### src/rtl/capture_pkg.sv
// capture_pkg: shared constants and state encoding for the USB capture framer
package capture_pkg;
  localparam int SOP_BIT = 0;
  localparam int EOP_BIT = 1;
  localparam int DIR_BIT = 2;
  localparam int CRCERR_BIT = 3;
  localparam int TRUNC_BIT = 7;
  localparam int HDR_LEN = 12;
  localparam logic [7:0] SYNC_DEFAULT = 8'hA5;
  typedef enum logic [2:0] {IDLE, COLLECT, HDR, PAY, CSUM} state_t;
endpackage

### src/rtl/capture_payload_ram.sv
// capture_payload_ram: DEPTH x 8 simple dual-port RAM, synchronous read with 1-cycle latency
// Ports: clk; we/waddr/wdata write port; raddr/rdata read port (rdata follows raddr one clock later).
module capture_payload_ram #(
  parameter int DEPTH = 256,
  parameter int AW = $clog2(DEPTH)
) (
  input  logic          clk,
  input  logic          we,
  input  logic [AW-1:0] waddr,
  input  logic [7:0]    wdata,
  input  logic [AW-1:0] raddr,
  output logic [7:0]    rdata
);
  logic [7:0] mem [DEPTH];
  always_ff @(posedge clk) begin
    if (we) mem[waddr] <= wdata;
    rdata <= mem[raddr];
  end
endmodule

### src/rtl/capture_framer.sv
// capture_framer: collects SOP..EOP byte records and emits SYNC/header/payload/checksum frames
// Ports: clk, rst_n (async, active-low); in_* capture byte stream (valid/ready);
//        out_* frame byte stream (valid/ready) with sop/eop markers; drop_count, busy status.
module capture_framer
  import capture_pkg::*;
#(
  parameter int PAYLOAD_DEPTH = 256,
  parameter logic [7:0] SYNC_BYTE = SYNC_DEFAULT
) (
  input  logic        clk,
  input  logic        rst_n,
  input  logic [7:0]  in_data,
  input  logic        in_valid,
  input  logic [63:0] in_timestamp,
  input  logic [7:0]  in_flags,
  output logic        in_ready,
  output logic [7:0]  out_data,
  output logic        out_valid,
  input  logic        out_ready,
  output logic        out_sop,
  output logic        out_eop,
  output logic [15:0] drop_count,
  output logic        busy
);
  localparam int AW = $clog2(PAYLOAD_DEPTH);
  localparam logic [15:0] DEPTH16 = 16'(PAYLOAD_DEPTH);
  state_t state;
  logic [63:0] ts, ts_b;
  logic [6:0] flg;
  logic trunc;
  logic [15:0] len, cnt;
  logic [7:0] csum, hdr_byte, rdata;
  logic [3:0] idx;
  logic sop, eop, in_xfer, adv, drop, go_hdr, we, unused;
  logic [AW-1:0] waddr, raddr;
  assign sop = in_flags[SOP_BIT];
  assign eop = in_flags[EOP_BIT];
  assign unused = in_flags[7];
  assign in_xfer = in_valid && in_ready;
  assign adv = !out_valid || out_ready;
  // a non-SOP byte in IDLE and an SOP byte in COLLECT are both drops
  assign drop = in_xfer && ((state == IDLE) != sop);
  assign go_hdr = in_xfer && eop && (sop || state == COLLECT);
  assign we = in_xfer && (sop || (state == COLLECT && len < DEPTH16));
  assign waddr = sop ? '0 : len[AW-1:0];
  // read address runs one ahead when a payload byte is consumed so rdata is always the next byte
  assign raddr = (state == PAY && adv) ? AW'(cnt + 16'd1) : cnt[AW-1:0];
  assign busy = state != IDLE;
  always_comb begin
    ts_b = ts >> {idx - 4'd2, 3'd0};
    hdr_byte = idx == 4'd0 ? SYNC_BYTE :
               idx == 4'd1 ? {trunc, flg} :
               idx == 4'd10 ? len[7:0] :
               idx == 4'd11 ? len[15:8] : ts_b[7:0];
  end
  capture_payload_ram #(.DEPTH(PAYLOAD_DEPTH)) u_ram (
    .clk(clk), .we(we), .waddr(waddr), .wdata(in_data), .raddr(raddr), .rdata(rdata)
  );
  always_ff @(posedge clk or negedge rst_n) begin
    if (!rst_n) begin
      state <= IDLE;
      in_ready <= 1'b0;
      out_valid <= 1'b0;
      out_sop <= 1'b0;
      out_eop <= 1'b0;
      out_data <= '0;
      drop_count <= '0;
      len <= '0;
      csum <= '0;
      cnt <= '0;
      idx <= '0;
      ts <= '0;
      flg <= '0;
      trunc <= 1'b0;
    end else begin
      if (out_ready) out_valid <= 1'b0;
      unique case (state)
        IDLE, COLLECT: begin
          if (drop) drop_count <= drop_count + 16'(drop_count != 16'hFFFF);
          if (in_xfer && sop) begin
            ts <= in_timestamp;
            flg <= in_flags[6:0];
            trunc <= 1'b0;
            len <= 16'd1;
          end else if (in_xfer && state == COLLECT) begin
            if (len < DEPTH16) len <= len + 16'd1;
            else trunc <= 1'b1;
          end
          state <= go_hdr ? HDR : (in_xfer && sop) ? COLLECT : state;
          in_ready <= !go_hdr;
          idx <= '0;
          cnt <= '0;
          csum <= '0;
        end
        HDR: if (adv) begin
          out_data <= hdr_byte;
          out_valid <= 1'b1;
          out_sop <= idx == 4'd0;
          out_eop <= 1'b0;
          if (idx != 4'd0) csum <= csum ^ hdr_byte;
          idx <= idx + 4'd1;
          if (idx == 4'(HDR_LEN - 1)) state <= PAY;
        end
        PAY: if (adv) begin
          out_data <= rdata;
          out_valid <= 1'b1;
          out_sop <= 1'b0;
          csum <= csum ^ rdata;
          cnt <= cnt + 16'd1;
          if (cnt == len - 16'd1) state <= CSUM;
        end
        CSUM: if (adv) begin
          // second visit with eop set means the checksum byte has just been taken
          if (out_eop) begin
            out_eop <= 1'b0;
            in_ready <= 1'b1;
            state <= IDLE;
          end else begin
            out_data <= csum;
            out_valid <= 1'b1;
            out_eop <= 1'b1;
          end
        end
        default: state <= IDLE;
      endcase
    end
  end
endmodule

### config.mk
export PLATFORM = sky130hd
export DESIGN_NAME = capture_framer
export DESIGN_NICKNAME = d
export VERILOG_FILES = /design/src/rtl/capture_pkg.sv /design/src/rtl/capture_payload_ram.sv /design/src/rtl/capture_framer.sv
export SDC_FILE = /design/constraint.sdc
export NUM_CORES = 2
export LEC_CHECK = 0
export BUFFER_PORTS_ARGS = -buffer_cell sky130_fd_sc_hd__buf_4
export CORE_UTILIZATION = 30
export DETAILED_ROUTE_END_ITERATION = 10
export GPL_TIMING_DRIVEN = 0
export PLACE_DENSITY = 0.48
export SLEW_MARGIN = 10
export SYNTH_ARGS = -nofsm -noshare
export SYNTH_HDL_FRONTEND = slang
export SYNTH_HIERARCHICAL = 1
export SYNTH_SLANG_ARGS = --single-unit
### constraint.sdc
create_clock -name clk -period 4.4 [get_ports clk]
set_clock_uncertainty 0.2 [all_clocks]
set_input_delay 0.88 -clock clk [delete_from_list [all_inputs] [get_ports clk]]
set_output_delay 0.88 -clock clk [all_outputs]
set_load 0.1 [all_outputs]
==> run metrics <==
status finished, violations left; failing checks setup timing; Post-Syn Nets 4,715; layout cell share with drive strength beyond 1 29.33%; remaining antenna violation count 0; Seq pwr share 38.3%; worst endpoint data arrival time 4.94 ns; Pleak 33.43 nW; CTS Buf Count 239; vias per cell 5.336; slowest stage delay, CP 0.55 ns; # DRC 0; Synth cell types 82; gr ovfl total 0; fin crit share 101.5%; CP cell instances buf_4 -> nor3_4 -> buf_12 -> nand4_1 -> xnor2_2 -> buf_4 -> nor2b_1 -> buf_2 -> clkbuf_2 -> a22oi_1 -> a21oi_1 -> nor4_4 -> nor4_4; Cells after Synth 4,620; RSZ-0062 raised after global routing yes; num rows 197; root buffer cell clkbuf_16; vias in the first global route 48,001; max_cap viols 0; cell-internal power 40.07 mW; total die area 0.2938 sq mm; Comb power frac 29.4%; io pins 113; Req. time, crit path 4.88 ns; Mapped Avg Cell Area 18.94 sq um; P_sw 20.38 mW; DRT iter0 DRCs 5,322; count of flip-flops with a built-in enable after synthesis 2,048; minimum clock period 4.466 ns; Layout area overhead 19.49%; post-route setup slack -0.06554 ns; GP Congestion 0.9069; DP Cell Count 8,643; crit path launch type register; synth cell count leaders edfxtp_1 (2,048), mux4_2 (470), nor2_1 (337), nand2_1 (299), clkbuf_1 (152); DRT Pass-1 Iters 6; antenna violations before repair 11; GRT Overall Usage 19.73%; Longest Clk Path Bufs 4; core footprint 0.2891 sq mm; CTS clock-pin slew for the worst setup and hold paths 0.06 ns; Initial Utilization 30.26%; global-route wire length before repair 400,600 um; dpl hpwl 200,300 um; Fin. Hold Viols 0; endpoint type of the worst setup path register; IO buf count 111; WL per Instance 32.32 um; Least-Margin Pin Slew 1.367 ns; final WL 294,400 um; htree depth 4; main flop type after synthesis edfxtp_1; Die W 542.1 um; largest net degree at the start of global routing 137; # clock sinks 2,203; CTS tree done; Max FO, Critical Path 10; worst skew pair latency 0.96 ns; proportion of netlist area held by the largest area contributor 70.29%; Post-Layout Cell Count 9,110; Finish-stage setup viols 6; CP max-delay cell nor4_4; top area cells in the synthesized netlist edfxtp_1 (70%), mux4_2 (12%), dfrtp_1 (4.2%); clock power share 32.3%; fmax 223.9 MHz; synthesized cell area 0.08750 sq mm; largest area contributor in the netlist edfxtp_1; Power Density 578.2 mW/mm^2; fraction of registers with async set/reset 6.673%; hold_ws 0.05216 ns; number of synthesized register bits 2,203; Syn. warnings 6; Die Height 542.1 um; max-slew headroom at the worst pin 8.855%; most frequent cell after synthesis edfxtp_1; worst hold path type in2reg; fin nets 5,136; Switching Share 33.72%; crit path kind reg2reg; Final Max Slew Viols 0; register area share after synthesis 74.67%; VDD IR max 0.3874 mV; routed vias 48,613
[placed cells by master, fill, tap and decap left out, types with 116 or more instances in the layout]
| master | synthesis | routed |
|---|---|---|
| nor2_2 | 0 | 125 |
| mux2i_1 | 137 | 134 |
| nor2_1 | 337 | 164 |
| edfxtp_1 | 2048 | 2048 |
| buf_4 | 27 | 166 |
| nand2_1 | 299 | 296 |
| dfrtp_1 | 147 | 145 |
| a22oi_1 | 138 | 127 |
| clkbuf_1 | 152 | 116 |
| mux4_2 | 470 | 470 |
| clkbuf_16 | 0 | 244 |
[worst max-delay path, delay by kind of cell (launching register included)]
family / cells / cell delay (ns)
buffers and inverters: 5 / 1.36
AND/OR/NAND/NOR: 5 / 1.24
AO/OA/AOI/OAI: 2 / 0.67
flip-flops: 1 / 0.41
XOR/XNOR: 1 / 0.41
[metrics by stage]
step	power, mW	util (%)	cell area (sq um)	setup slack, ns	setup TNS, ns
final	60.45	36.16	104600	-0.06554	-0.1873
after floorplan	31.25	-	87500	0.3645	0
after global placement	39.13	32.23	93180	-4.909	-2246.27
after CTS	60.34	35.98	104000	-0.2934	-14.31
after global routing	61.71	36.16	104500	-0.01748	-0.03121
after detailed placement	39.32	32.53	94070	-3.504	-1575.78
[registers in the layout, indices dropped and copies added (netlist names)]
register and count:
ts 64, out_sop 1, u_ram/rdata 8, out_eop 1
trunc 1, out_valid 1, len 16, flg 7
u_ram/mem 2048, cnt 16, idx 4, in_ready 1
out_data 8, drop_count 16, csum 8, state 3
[cell type report]
type | instances | area (sq um)
timing repair buffer | 188 | 2033
buffer | 278 | 2415
inverter | 15 | 57.56
tap | 3880 | 4855
clock inverter | 126 | 1147
multi-input combinational | 2116 | 22370
sequential | 2203 | 65340
clock buffer | 300 | 6325
antenna | 4 | 10.01
fill | 26930 | 184600
[final timing paths]
kind	startpoint	end	slack (ns)	cells past startpoint
max in group asynchronous	rst_n	ts[11]$_DFFE_PN0P_	2.78	3
min reg2reg	ts[54]$_DFFE_PN0P_	ts[54]$_DFFE_PN0P_	0.28	2
max	state[2]$_DFFE_PN0P_	u_ram/rdata[0]$_DFF_P_	-0.07	13
min	in_flags[2]	flg[2]$_DFFE_PN0P_	0.05	3
min in group asynchronous	rst_n	drop_count[7]$_DFFE_PN0P_	0.43	2
max reg2reg	state[2]$_DFFE_PN0P_	u_ram/rdata[0]$_DFF_P_	-0.07	13
[per-layer routing]
| metal | GRT usage [%] | share of wire [%] | up-vias |
|---|---|---|---|
| met1 | 27.30 | 42 | 26415 |
| met4 | 6.449 | 3.5 | 2 |
| met3 | 3.650 | 7.8 | 434 |
| li1 | - | - | 19607 |
| met2 | 31.24 | 46 | 2155 |
| met5 | 0 | 0.0037 | - |
[kinds of logic after synthesis]
logic type | after synthesis | share of synthesized area, %
adder cells (fa/ha/maj) | 11 | 0.1573
multiplexers | 622 | 13.89
flip-flops | 2203 | 74.67
buffers and inverters | 301 | 1.963
XOR/XNOR | 57 | 0.5706
AO/OA/AOI/OAI | 501 | 3.967
AND/OR/NAND/NOR | 925 | 4.775
[repair_timing]
action	in CTS	in global routing
pin swaps	25	13
setup buffers	20	12
endpoints found under the hold margin	88	0
endpoints found under the setup margin	1990	665
hold buffers	11	0
gates resized for setup	586	110
gates cloned	1	0
[power groups by stage]
stage	sequential [mW]	combinational (mW)	clock, mW
after floorplan	23.8	7.48	0
after global placement	23.6	15.5	0
after detailed placement	23.6	15.7	0
after CTS	23.2	17.3	19.9
after global routing	23.2	17.9	20.6
final	23.2	17.8	19.5
No activity file was read; power rests on OpenSTA's default activity.
